### config.mk
export PLATFORM = sky130hd
export DESIGN_NAME = seg7_scan_display_flat
export DESIGN_NICKNAME = d
export VERILOG_FILES = /design/src/rtl/seg7_scan_display_if.sv /design/src/rtl/seg7_scan_display.sv /design/src/flat_wrapper.sv
export SDC_FILE = /design/constraint.sdc
export NUM_CORES = 1
export LEC_CHECK = 0
export ABC_CLOCK_PERIOD_IN_PS = 2600
export BUFFER_PORTS_ARGS = -buffer_cell sky130_fd_sc_hd__buf_2
export CAP_MARGIN = 20
export CORE_AREA = 8 8 102 104
export DETAILED_ROUTE_END_ITERATION = 8
export DIE_AREA = 0 0 110 112
export PLACE_DENSITY = 0.78
export SLEW_MARGIN = 10
export SYNTH_ARGS = -nofsm -noshare
export SYNTH_HDL_FRONTEND = slang
export SYNTH_SLANG_ARGS = --single-unit
### constraint.sdc
create_clock -name clk -period 2.6 [get_ports clk]
set_input_delay 0.13 -clock clk [delete_from_list [all_inputs] [get_ports clk]]
set_output_delay 0.13 -clock clk [all_outputs]
set_load 0.05 [all_outputs]
### src/rtl/seg7_scan_display_if.sv
// -----------------------------------------------------------------------------
// seg7_scan_display_if
//   Bundle between a register/bus writer and the seven-segment scan driver.
//   master : drives datain / wr_en / dec_mode, observes busy / ovf / panel pins
//   slave  : the display driver
//   datain   [DATA_W]  value to show
//   wr_en              capture strobe (ignored while busy)
//   dec_mode           0 = hex, 1 = decimal (captured with datain)
//   busy               decimal conversion in progress
//   ovf                latched value does not fit in DIGITS digits
//   grounds  [DIGITS]  one-cold digit select, bit 0 = rightmost digit
//   display  [7]       segments gfedcba
// -----------------------------------------------------------------------------
interface seg7_scan_display_if #(
   parameter int DATA_W = 16,
   parameter int DIGITS = 4
);
   logic [DATA_W-1:0] datain;
   logic              wr_en;
   logic              dec_mode;
   logic              busy;
   logic              ovf;
   logic [DIGITS-1:0] grounds;
   logic [6:0]        display;

   modport master (output datain, wr_en, dec_mode,
                   input  busy, ovf, grounds, display);
   modport slave  (input  datain, wr_en, dec_mode,
                   output busy, ovf, grounds, display);
endinterface

### src/rtl/seg7_scan_display.sv
// -----------------------------------------------------------------------------
// seg7_scan_display
//   Multiplexed seven-segment driver. Latches a value on wr_en and scans it
//   across DIGITS common-ground digits, in hex or in decimal (sequential
//   double-dabble, one bit per clock). Leading-zero blanking and overflow
//   dashes are applied at the segment decode.
//   clk    system clock
//   rst_n  asynchronous active-low reset
//   bus    seg7_scan_display_if.slave (datain, wr_en, dec_mode in;
//          busy, ovf, grounds, display out)
// -----------------------------------------------------------------------------
module seg7_scan_display #(
   parameter int DATA_W      = 16,
   parameter int DIGITS      = 4,
   parameter int DWELL       = 50000,
   parameter int BLANK_LZ    = 1,
   parameter int SEG_ACT_LOW = 0
) (
   input  logic clk,
   input  logic rst_n,
   seg7_scan_display_if.slave bus
);
   localparam int BW = 4 * DIGITS;
   localparam int IW = (DIGITS > 1) ? $clog2(DIGITS) : 1;
   localparam int DW = (DWELL > 1) ? $clog2(DWELL) : 1;
   localparam int CW = $clog2(DATA_W + 1);
   localparam logic [6:0] UNLIT = (SEG_ACT_LOW != 0) ? 7'h7F : 7'h00;

   typedef enum logic {S_IDLE, S_CONV} state_t;

   state_t                  state;
   logic                    busy_q, ovf_q, sticky;
   logic [DIGITS-1:0][3:0]  dig;
   logic [DATA_W-1:0]       bin;
   logic [BW-1:0]           bcd, adj, bcd_nx, hex_val;
   logic                    carry, hex_ovf;
   logic [CW-1:0]           cc;
   logic [DW-1:0]           dw;
   logic [IW-1:0]           idx;
   logic [DIGITS-1:0]       grounds_q;
   logic [6:0]              display_q;
   logic [DIGITS-1:0][6:0]  code;

   function automatic logic [6:0] seg7(input logic [3:0] n);
      case (n)
         4'h0: seg7 = 7'h3F;  4'h1: seg7 = 7'h06;  4'h2: seg7 = 7'h5B;  4'h3: seg7 = 7'h4F;
         4'h4: seg7 = 7'h66;  4'h5: seg7 = 7'h6D;  4'h6: seg7 = 7'h7D;  4'h7: seg7 = 7'h07;
         4'h8: seg7 = 7'h7F;  4'h9: seg7 = 7'h6F;  4'hA: seg7 = 7'h77;  4'hB: seg7 = 7'h7C;
         4'hC: seg7 = 7'h39;  4'hD: seg7 = 7'h5E;  4'hE: seg7 = 7'h79;  default: seg7 = 7'h71;
      endcase
   endfunction

   // hex capture: low nibbles go straight to the digits, anything above them is overflow
   generate
      if (DATA_W >= BW) begin : g_wide
         assign hex_val = bus.datain[BW-1:0];
         if (DATA_W > BW) begin : g_hi
            assign hex_ovf = |bus.datain[DATA_W-1:BW];
         end else begin : g_nohi
            assign hex_ovf = 1'b0;
         end
      end else begin : g_narrow
         assign hex_val = {{(BW-DATA_W){1'b0}}, bus.datain};
         assign hex_ovf = 1'b0;
      end
   endgenerate

   // one double-dabble step: +3 on nibbles >=5, then shift the next binary bit in.
   // A 1 leaving the top nibble means the value needs more than DIGITS digits.
   always_comb begin
      adj = bcd;
      for (int k = 0; k < DIGITS; k++)
         if (adj[4*k +: 4] >= 4'd5) adj[4*k +: 4] = adj[4*k +: 4] + 4'd3;
      carry  = adj[BW-1];
      bcd_nx = {adj[BW-2:0], bin[DATA_W-1]};
   end

   // capture / conversion FSM; digits and ovf only change on a hex capture
   // or on the edge where a conversion finishes
   always_ff @(posedge clk or negedge rst_n) begin
      if (!rst_n) begin
         state  <= S_IDLE;
         busy_q <= 1'b0;
         ovf_q  <= 1'b0;
         sticky <= 1'b0;
         dig    <= '0;
         bin    <= '0;
         bcd    <= '0;
         cc     <= '0;
      end else begin
         case (state)
            S_IDLE: begin
               if (bus.wr_en) begin
                  if (bus.dec_mode) begin
                     state  <= S_CONV;
                     busy_q <= 1'b1;
                     bin    <= bus.datain;
                     bcd    <= '0;
                     sticky <= 1'b0;
                     cc     <= '0;
                  end else begin
                     dig   <= hex_val;
                     ovf_q <= hex_ovf;
                  end
               end
            end
            S_CONV: begin
               bin    <= bin << 1;
               bcd    <= bcd_nx;
               sticky <= sticky | carry;
               cc     <= cc + 1'b1;
               if (cc == CW'(DATA_W - 1)) begin
                  state  <= S_IDLE;
                  busy_q <= 1'b0;
                  dig    <= bcd_nx;
                  ovf_q  <= sticky | carry;
               end
            end
            default: state <= S_IDLE;
         endcase
      end
   end

   // per-digit segment code; hz tracks "this digit and everything above is zero"
   always_comb begin
      logic hz;
      hz   = 1'b1;
      code = '0;
      for (int k = DIGITS - 1; k >= 0; k--) begin
         hz = hz && (dig[k] == 4'd0);
         if (ovf_q)                          code[k] = 7'h40;
         else if (BLANK_LZ != 0 && k > 0 && hz) code[k] = 7'h00;
         else                                code[k] = seg7(dig[k]);
      end
   end

   // scan: grounds and display registered together so they always switch on the same edge
   always_ff @(posedge clk or negedge rst_n) begin
      if (!rst_n) begin
         dw        <= '0;
         idx       <= '0;
         grounds_q <= '1;
         display_q <= UNLIT;
      end else begin
         if (dw == DW'(DWELL - 1)) begin
            dw  <= '0;
            idx <= (idx == IW'(DIGITS - 1)) ? '0 : idx + 1'b1;
         end else begin
            dw <= dw + 1'b1;
         end
         grounds_q <= ~(DIGITS'(1) << idx);
         display_q <= (SEG_ACT_LOW != 0) ? ~code[idx] : code[idx];
      end
   end

   assign bus.busy    = busy_q;
   assign bus.ovf     = ovf_q;
   assign bus.grounds = grounds_q;
   assign bus.display = display_q;
endmodule
### src/flat_wrapper.sv
// flat-port wrapper written by rule: the top's interface ports become plain ports
module seg7_scan_display_flat 
#(
   parameter int DATA_W      = 16,
   parameter int DIGITS      = 4,
   parameter int DWELL       = 50000,
   parameter int BLANK_LZ    = 1,
   parameter int SEG_ACT_LOW = 0
)
  (clk, rst_n, bus_datain, bus_wr_en, bus_dec_mode, bus_busy, bus_ovf, bus_grounds, bus_display);
  seg7_scan_display_if #(.DATA_W(DATA_W), .DIGITS(DIGITS)) bus_i ();
  input  logic clk;
  input  logic rst_n;
  input wire logic [$bits(bus_i.datain)-1:0] bus_datain;
  input wire logic [$bits(bus_i.wr_en)-1:0] bus_wr_en;
  input wire logic [$bits(bus_i.dec_mode)-1:0] bus_dec_mode;
  output wire logic [$bits(bus_i.busy)-1:0] bus_busy;
  output wire logic [$bits(bus_i.ovf)-1:0] bus_ovf;
  output wire logic [$bits(bus_i.grounds)-1:0] bus_grounds;
  output wire logic [$bits(bus_i.display)-1:0] bus_display;
  assign bus_i.datain = bus_datain;
  assign bus_i.wr_en = bus_wr_en;
  assign bus_i.dec_mode = bus_dec_mode;
  assign bus_busy = bus_i.busy;
  assign bus_ovf = bus_i.ovf;
  assign bus_grounds = bus_i.grounds;
  assign bus_display = bus_i.display;
  seg7_scan_display #(.DATA_W(DATA_W), .DIGITS(DIGITS), .DWELL(DWELL), .BLANK_LZ(BLANK_LZ), .SEG_ACT_LOW(SEG_ACT_LOW)) u_core (.clk(clk), .rst_n(rst_n), .bus(bus_i));
endmodule
==> metrics.yaml, run 1 <==
power_and_ir_drop:
  total_power_uw: 6200
  comb_power_share_pct: 48.2
  power.density_nw_per_um2: 1110
  p_seq_share_pct: 37.8
  pwr-share-clk_pct: 13.9
  internal_power_uw: 3370
  p_sw_share_pct: 45.6
  switchingPower_uw: 2830
  p_leak_uw: 0.00261
  vdd_drop_max_v: 0.000655
timing:
  whs_ns: 0.0713
  grt_setup_unrepaired: "false"
  skew_ns: 0.0126
  fmax_ghz: 0.466
  fin_crit_ns: 2.14
  fin_setup_tns_ns: 0
  setup_viol: 0
  slew_headroom_pct: 55.5
  final.period_utilization_pct: 82.5
  worst_slew_pin_slew_ns: 0.663
  drv_slew: 0
  hold_viol_final: 0
grt:
  grt_pass1_wl_mm: 18.8
  gr-total-overflow: 0
  antenna_found_initial: 0
  grtUsageTotal_pct: 18.9
  grt_max_degree: 85
  grt_pass1_vias: 3966
setup_path:
  cp_cell_sequence: "inv_1 -> ha_1 -> nor3b_1 -> a21oi_1 -> o211ai_1 -> a21oi_1 -> a311o_1"
  crit_arrival_ns: 2.37
  critPathMaxStageDelay_ns: 0.43
  cp-end-kind: "register"
  crit_family: "compound AO/OA/AOI/OAI gates"
  crit_path_max_fanout: 5
  crit_type: "register to register"
  cp-start-kind: "register"
  required_ns: 2.83
  crit_top_cell: "a21oi_1"
  crit_buf_inv: 1
  cp_slowest_cell: "dfrtp_1"
yosys:
  synth-async-reset-ratio_pct: 100
  synthCells: 560
  synth_seq_cells: 86
  synth_cell_type_count: 58
  syn_area_um2: 5130
  synth_seq_area_share_pct: 42.0
  syn_nets: 619
  syn_avg_cell_area_um2: 9.17
  synth-edff-count: 0
  synth_ff_type: "dfrtp_1"
  yosys_warnings: 0
detailed_routing:
  dr_total_vias: 4036
  wl_per_cell_um: 15.7
  drc: 0
  wirelength_mm: 11.0
  first_pass_iters: 5
  ant_nets: 0
  drt-initial-drc-count: 270
  via_per_inst: 5.77
cells_and_area:
  utilization_pct: 62.9
  nets: 643
  area_delta_synth_final_pct: 8.87
  drive_above_1_share_pct: 11.5
  insertedDiodeCount: 0
floorplan:
  start_util_pct: 57.8
  die_x_um: 110
  die_y_um: 112
  ios: 33
  core-area_um2: 8890
  dieArea_um2: 12300
  rows: 35
placement:
  port_buffers: 32
  gp_congestion: 0.855
  dp_hpwl_mm: 7.89
clocking:
  cts_made_buffers: 9
  cts_hold_buf: 1
  clkTransAtPathRegs_ns: 0.09
  clk_latency_ns: 0.35
  post_cts.repair.setup_buffers: 0
  cts_sinks: 86
  cts_tree: "yes"
  ctsResizeCount: 0
  clock_path_buffers: 2
  h-tree-depth: 3
  root_buffer: "clkbuf_8"
outcome:
  outcome: "finished clean"
min_path:
  hold_class: "primary input to register"
run:
  drv_cap: 0
[worst min-delay path, delay by kind of cell]
| family | cells | cell delay (ns) |
|---|---|---|
| compound gates | 1 | 0.06 |
| buf+inv | 1 | 0.11 |
| simple gates | 1 | 0.08 |
[cells in the final DEF, fill, tap and decap left out, drive strengths merged, types with 4 or more instances in the layout]
cell type / count
a211oi: 7
xnor2: 16
buf: 40
mux2i: 25
dfstp: 4
ha: 39
a221oi: 5
o211ai: 5
nand3: 19
inv: 35
nor2b: 4
nand2b: 17
a21oi: 33
clkbuf: 10
nand2: 76
a21boi: 6
a22o: 4
xor2: 5
dfrtp: 82
o21ai: 52
nor2: 36
nor3: 8
a22oi: 5
[Yosys cell counts, types with 4 or more instances]
| cell type | instances | area share (%) |
|---|---|---|
| clkbuf_1 | 21 | 1.5 |
| dfstp_2 | 4 | 2.0 |
| buf_2 | 5 | 0.49 |
| ha_1 | 39 | 9.5 |
| xor2_1 | 5 | 0.85 |
| inv_1 | 34 | 2.5 |
| dfrtp_1 | 82 | 40 |
| a22o_1 | 4 | 0.68 |
| a21oi_1 | 33 | 3.2 |
| a22oi_1 | 5 | 0.73 |
| a21boi_0 | 5 | 0.73 |
| nand3_1 | 19 | 1.9 |
| xnor2_1 | 16 | 2.7 |
| nor2_1 | 36 | 2.6 |
| nor3_1 | 8 | 0.78 |
| a221oi_1 | 5 | 0.85 |
| nand2b_1 | 17 | 2.1 |
| o21ai_0 | 51 | 5.0 |
| mux2i_1 | 25 | 4.9 |
| o211ai_1 | 5 | 0.73 |
| nand2_1 | 75 | 5.5 |
| nor2b_1 | 4 | 0.49 |
| a211oi_1 | 7 | 1.0 |
[layout make-up]
class / count / area [um2]
Clock buffer: 10 / 138
Clock inverter: 6 / 45.0
Fill cell: 740 / 3300
Inverter: 34 / 128
Multi-Input combinational cell: 412 / 2730
Sequential cell: 86 / 2160
Tap cell: 111 / 139
Timing Repair Buffer: 41 / 253
[through the flow]
stage,cells,worst slack (ns),area (um2)
global placement,681,0.529,5360
detailed placement,682,0.525,5370
finish,700,0.456,5590
floorplan,560,0.670,5130
CTS,699,0.502,5560
global route,700,0.313,5590
[power groups by stage]
stage	sequential, uW	clock [uW]	combinational, uW
finish	2350	862	2990
global route	2430	958	3380
CTS	2340	892	2980
global placement	2320	0	2840
detailed placement	2360	0	2960
floorplan	2300	0	2270
[kinds of logic after synthesis]
kind of cell / after synthesis / share of synthesized area [%]
xor+xnor: 21 / 3.58
flops: 86 / 42.0
fa+ha+maj: 39 / 9.50
buf+inv: 62 / 4.80
compound gates: 143 / 17.4
mux: 27 / 5.75
simple gates: 182 / 16.9
[registers in the layout, summed over array words and instances (netlist names)]
signal,flops
u_core.bcd,16
u_core.bin,16
u_core.bus.busy,1
u_core.bus.display,7
u_core.bus.grounds,4
u_core.bus.ovf,1
u_core.cc,5
u_core.dig,16
u_core.dw,16
u_core.idx,2
u_core.state,1
u_core.sticky,1
[routing by layer]
metal  wire length (um)  up-vias  GRT usage, %
met5                  0        -             0
met3                427       17          4.33
met4                184        0          6.40
met2               5230       98          28.5
li1                   -     1996             -
met1               5160     1925          25.7
[final timing paths]
| kind | start | end | slack [ns] | cells after the start |
|---|---|---|---|---|
| max | u_core.dig[12]$_DFFE_PN0P_ | u_core.bus.display[2]$_DFF_PN0_ | 0.46 | 7 |
| min | bus_datain[0] | u_core.bin[0]$_DFFE_PN0P_ | 0.07 | 3 |
| max reg2reg | u_core.dig[12]$_DFFE_PN0P_ | u_core.bus.display[2]$_DFF_PN0_ | 0.46 | 7 |
| min reg2reg | u_core.bin[0]$_DFFE_PN0P_ | u_core.bin[1]$_DFFE_PN0P_ | 0.49 | 2 |
| max in group asynchronous | rst_n | u_core.bin[4]$_DFFE_PN0P_ | 1.82 | 3 |
| min in group asynchronous | rst_n | u_core.dw[0]$_DFF_PN0_ | 0.18 | 2 |
Power figures use the tool's default switching activity.
==> inputs of run 2 (changes only) <==
--- a/config.mk
+++ b/config.mk
@@ -5,13 +5,13 @@
 export SDC_FILE = /design/constraint.sdc
 export NUM_CORES = 1
 export LEC_CHECK = 0
-export ABC_CLOCK_PERIOD_IN_PS = 2600
+export ABC_CLOCK_PERIOD_IN_PS = 1900
 export BUFFER_PORTS_ARGS = -buffer_cell sky130_fd_sc_hd__buf_2
 export CAP_MARGIN = 20
-export CORE_AREA = 8 8 102 104
+export CORE_AREA = 8 8 106 108
 export DETAILED_ROUTE_END_ITERATION = 8
-export DIE_AREA = 0 0 110 112
-export PLACE_DENSITY = 0.78
+export DIE_AREA = 0 0 114 116
+export PLACE_DENSITY = 0.75
 export SLEW_MARGIN = 10
 export SYNTH_ARGS = -nofsm -noshare
 export SYNTH_HDL_FRONTEND = slang
==> constraint.sdc (replaced) <==
create_clock -name clk -period 1.9 [get_ports clk]
set_input_delay 0.095 -clock clk [delete_from_list [all_inputs] [get_ports clk]]
set_output_delay 0.095 -clock clk [all_outputs]
set_load 0.05 [all_outputs]
==> run 2 against run 1 <==
  * Combinational power increased by 52%
  * Critical path type unchanged
  * Sequential share of layout area is 1.7 points lower
  * Clock power grew 52%
  * Critical path depth unchanged
  * Power is 44% higher
==> metrics.yaml, run 2 (synthesis gave the netlist of run 1 again) <==
placement:
  dp_hpwl_mm: 8.06
  port_buffers: 32
  gp_congestion: 0.826
floorplan:
  core-area_um2: 9550
  ios: 33
  dieArea_um2: 13200
  rows: 36
  die_x_um: 114
  die_y_um: 116
  start_util_pct: 53.8
grt:
  antenna_found_initial: 0
  grt_pass1_vias: 4025
  grtUsageTotal_pct: 17.9
  grt_max_degree: 47
  grt_pass1_wl_mm: 19.2
  gr-total-overflow: 0
clocking:
  cts_sinks: 86
  clock_path_buffers: 2
  cts_tree: "yes"
  clkTransAtPathRegs_ns: 0.09
  clk_latency_ns: 0.37
  root_buffer: "clkbuf_8"
  cts_made_buffers: 9
  h-tree-depth: 3
setup_path:
  crit_path_max_fanout: 4
  reg2regPathDepth: 7
  cp-start-kind: "register"
  rr_endpoint: "u_core.bus.display[2]$_DFF_PN0_"
  crit_arrival_ns: 2.05
  crit_type: "register to register"
  regToRegStartpoint: "u_core.dig[9]$_DFFE_PN0P_"
  rrSetupSlack_ns: 0.09
  cp-end-kind: "register"
  required_ns: 2.14
  critPathLaunch: "u_core.dig[9]$_DFFE_PN0P_"
  endpoint: "u_core.bus.display[2]$_DFF_PN0_"
cells_and_area:
  area_delta_synth_final_pct: 13.8
  final_cell_mix: "82 x dfrtp_1, 74 x nand2_1, 51 x o21ai_0"
  insertedDiodeCount: 0
  nets: 663
  nFillCells: 841
  drive_above_1_share_pct: 15.9
  utilization_pct: 61.2
  mostFrequentLayoutCell: "dfrtp_1"
detailed_routing:
  wl_per_cell_um: 15.3
  dr_total_vias: 4096
  wirelength_mm: 11.4
  via_per_inst: 5.52
  drt-initial-drc-count: 265
  ant_nets: 0
  drc: 0
  first_pass_iters: 4
run:
  drv_cap: 0
timing:
  fin_crit_ns: 1.81
  skew_ns: 0.0138
  fmax_ghz: 0.553
  drv_slew: 0
  final.period_utilization_pct: 95.2
  setup_viol: 0
  slew_headroom_pct: 59.3
  hold_viol_final: 0
  worst_slew_pin_slew_ns: 0.611
min_path:
  hold_class: "primary input to register"
power_and_ir_drop:
  p_leak_uw: 0.00274
  total_power_uw: 8930
  vdd_drop_max_v: 0.000841
  power.density_nw_per_um2: 1530
outcome:
  outcome: "finished clean"
==> run 2: per-stage QoR <==
| step | setup TNS [ns] | std cells | hold WS (ns) | instance area, um2 | setup slack, ns |
|---|---|---|---|---|---|
| final | 0 | 742 | 0.0419 | 5850 | 0.0910 |
| after global routing | -0.0135 | 742 | 0.0527 | 5850 | -0.0104 |
| after CTS | 0 | 740 | 0.0286 | 5780 | 0.00136 |
| after detailed placement | 0 | 722 | 0.152 | 5560 | 0.0252 |
| after global placement | 0 | 722 | 0.156 | 5560 | 0.0770 |
| after floorplan | 0 | 560 | -0.201 | 5140 | 0.0338 |
==> run 2: critical path, cell delays in order, from the launching register on <==
cell,delay (ns)
dfrtp_1,0.39
inv_1,0.14
ha_1,0.22
nor3b_2,0.23
a21oi_1,0.12
o211ai_1,0.12
a21oi_1,0.11
a311o_1,0.35
==> run 2: where the power goes <==
group	internal [uW]	leakage, uW	switching, uW
clock	612	0.0000996	698
combinational	1930	0.00157	2620
sequential	2420	0.00107	659
total	4960	0.00274	3980
==> run 2: worst min-delay path by stage <==
| stage | start | end | slack, ns | cells after the start |
|---|---|---|---|---|
| 6_report | bus_datain[7] | u_core.bin[7]$_DFFE_PN0P_ | 0.04 | 3 |
| 5_1_grt | bus_dec_mode | u_core.bin[0]$_DFFE_PN0P_ | 0.05 | 3 |
| 4_1_cts | bus_datain[8] | u_core.dig[8]$_DFFE_PN0P_ | 0.03 | 3 |
| 3_5_place_dp | rst_n | u_core.dig[11]$_DFFE_PN0P_ | 0.15 | 1 |
| 3_3_place_gp | rst_n | u_core.dig[11]$_DFFE_PN0P_ | 0.16 | 1 |
| 2_1_floorplan | rst_n | u_core.bcd[0]$_DFFE_PN0P_ | -0.20 | 0 |
==> run 2: area by class of cell <==
class / count / area, um2 / share of cell area [%]
Multi-Input combinational cell: 412 / 2770 / 47.4
Clock buffer: 9 / 124 / 2.12
Sequential cell: 86 / 2160 / 36.9
Clock inverter: 7 / 73.8 / 1.26
Tap cell: 133 / 166 / 2.85
Timing Repair Buffer: 61 / 428 / 7.32
Inverter: 34 / 128 / 2.18
==> run 2: what timing repair did <==
action                                  CTS  global route
gates cloned                              0             1
hold endpoints to repair                 45             0
endpoints found under the setup margin    1            20
buffers inserted                          0             1
pin swaps                                 0             3
gates resized for setup                   1            10
hold buffers                              2             0
==> run 2: per-layer routing <==
metal  wire length (um)  track usage, %  vias to the layer above
met4                167            7.54                        0
met2               5320            27.5                       75
met5                  0               0                        -
met1               5500            24.4                     1977
met3                366            3.18                       17
li1                   -               -                     2027
==> inputs of run 3 (changes only) <==
--- a/config.mk
+++ b/config.mk
@@ -9,9 +9,11 @@
 export BUFFER_PORTS_ARGS = -buffer_cell sky130_fd_sc_hd__buf_2
 export CAP_MARGIN = 20
 export CORE_AREA = 8 8 106 108
+export CTS_BUF_LIST = sky130_fd_sc_hd__clkbuf_16
 export DETAILED_ROUTE_END_ITERATION = 8
 export DIE_AREA = 0 0 114 116
 export PLACE_DENSITY = 0.75
+export REMOVE_ABC_BUFFERS = 1
 export SLEW_MARGIN = 10
 export SYNTH_ARGS = -nofsm -noshare
 export SYNTH_HDL_FRONTEND = slang
==> run 3 against run 2 <==
  * Global-route usage rose by 0.28 points
  * Clock skew fell by 0.0062 ns
  * Combinational power rose by 2%
  * Non-clock buffer count did not move
  * Sequential share of layout area fell by 0.69 points
  * Flip-flop and latch count did not move
  * Fmax fell by 2.2%
  * Hold slack got worse by 0.0055 ns
  * Cell area rose by 1.9%
  * Register-to-register slack got worse by 0.04 ns
  * Critical path depth did not move
  * Clock power rose by 18%
==> metrics.yaml, run 3 (synthesis gave the netlist of run 1 again) <==
outcome:
  outcome: "finished clean"
cells_and_area:
  utilization_pct: 62.4
  final-instance-count-excl-fill: 741
  area_delta_synth_final_pct: 16.0
  seqCellArea_um2: 2160
  nFillCells: 796
  mostFrequentLayoutCell: "dfrtp_1"
  insertedDiodeCount: 0
  multi_input_area_um2: 2780
  final_cell_mix: "82 x dfrtp_1, 74 x nand2_1, 51 x o21ai_0"
  nets: 663
  drive_above_1_share_pct: 15.5
grt:
  grt_max_degree: 41
  grt_pass1_wl_mm: 19.3
  grt_pass1_vias: 4022
  antenna_found_initial: 0
  grtUsageTotal_pct: 18.2
  gr-total-overflow: 0
clocking:
  clk_latency_ns: 0.34
  clock_path_buffers: 2
  h-tree-depth: 3
  root_buffer: "clkbuf_16"
  cts_sinks: 86
  cts_tree: "yes"
  cts_made_buffers: 9
  clkTransAtPathRegs_ns: 0.06
detailed_routing:
  ant_nets: 0
  wirelength_mm: 11.5
  drt-initial-drc-count: 204
  via_per_inst: 5.56
  drc: 0
  first_pass_iters: 6
  dr_total_vias: 4122
  wl_per_cell_um: 15.6
placement:
  gp_congestion: 0.905
  dp_hpwl_mm: 8.15
  port_buffers: 32
  dp_cells: 721
  place_ws_ns: 0.00235
min_path:
  hp-start: "bus_datain[0]"
  hold_class: "primary input to register"
timing:
  setup_viol: 0
  skew_ns: 0.00762
  fin_crit_ns: 1.85
  worst_slew_pin_slew_ns: 0.510
  fmax_ghz: 0.541
  fin_ws_ns: 0.0508
  drv_slew: 0
  fin_setup_tns_ns: 0
  final.period_utilization_pct: 97.3
  hold_viol_final: 0
  slew_headroom_pct: 66.0
run:
  drv_cap: 0
setup_path:
  crit_buf_inv: 1
  critPathLaunch: "u_core.dig[12]$_DFFE_PN0P_"
  crit_type: "register to register"
  cp_slowest_cell: "or3b_4"
  cp-end-kind: "register"
  crit_path_max_fanout: 5
  crit_family: "simple AND/OR/NAND/NOR gates"
  cp_cell_sequence: "inv_1 -> ha_2 -> or3b_4 -> nor3_2 -> a221oi_1 -> a211oi_1 -> o22ai_1"
  critPathMaxStageDelay_ns: 0.40
  crit_arrival_ns: 2.05
  regToRegStartpoint: "u_core.dig[12]$_DFFE_PN0P_"
  cp-start-kind: "register"
  required_ns: 2.10
floorplan:
  die_y_um: 116
  start_util_pct: 53.8
  dieArea_um2: 13200
  rows: 36
  ios: 33
  die_x_um: 114
  core-area_um2: 9550
power_and_ir_drop:
  power.density_nw_per_um2: 1560
  total_power_uw: 9270
  vdd_drop_max_v: 0.000889
  p_leak_uw: 0.00279
run 3: cell type report:
type / instances / area share (%)
clock buffer: 9 / 3.78
sequential: 86 / 36.2
tap: 133 / 2.79
timing repair buffer: 61 / 7.86
clock inverter: 6 / 0.504
inverter: 34 / 2.14
multi-input combinational: 412 / 46.7
run 3: worst paths after layout:
kind	cells past startpoint	to	slack [ns]
worst max-delay path	7	u_core.bus.display[4]$_DFF_PN0_	0.05
worst min-delay path	3	u_core.bin[0]$_DFFE_PN0P_	0.04
worst max register to register	7	u_core.bus.display[4]$_DFF_PN0_	0.05
worst min register to register	1	u_core.dw[0]$_DFF_PN0_	0.48
max in group asynchronous	3	u_core.cc[0]$_DFFE_PN0P_	1.07
min in group asynchronous	2	u_core.bus.display[6]$_DFF_PN0_	0.24
run 3: layer usage:
| metal | global-route usage (%) | share of wire, % | vias up |
|---|---|---|---|
| met3 | 4.01 | 4.5 | 17 |
| met5 | 0 | 0 | - |
| li1 | - | - | 2039 |
| met1 | 23.8 | 46 | 1965 |
| met4 | 7.36 | 1.6 | 0 |
| met2 | 28.5 | 48 | 101 |
run 3: worst min-delay path: stages:
cell     delay [ns]
buf_2          0.11
nand3_1        0.06
a21oi_1        0.06
run 3: repair_timing:
item	4_1_cts	5_1_grt
hold endpoints to repair	27	0
endpoints found under the setup margin	2	20
gates resized for setup	2	9
pin swaps	0	3
hold buffers	1	0
gates cloned	0	2
buffers inserted	0	2
run 3: power breakdown:
group          switching [uW]  total, uW  internal [uW]
clock network             691       1550            861
logic                    2690       4650           1970
registers                 642       3060           2420
run 3: stage by stage:
| stage | hold slack, ns | cell area [um2] |
|---|---|---|
| 6_report | 0.0364 | 5960 |
| 5_1_grt | 0.0237 | 5960 |
| 4_1_cts | 0.0338 | 5850 |
| 3_5_place_dp | 0.0762 | 5580 |
| 3_3_place_gp | 0.0751 | 5580 |
| 2_1_floorplan | -0.201 | 5020 |
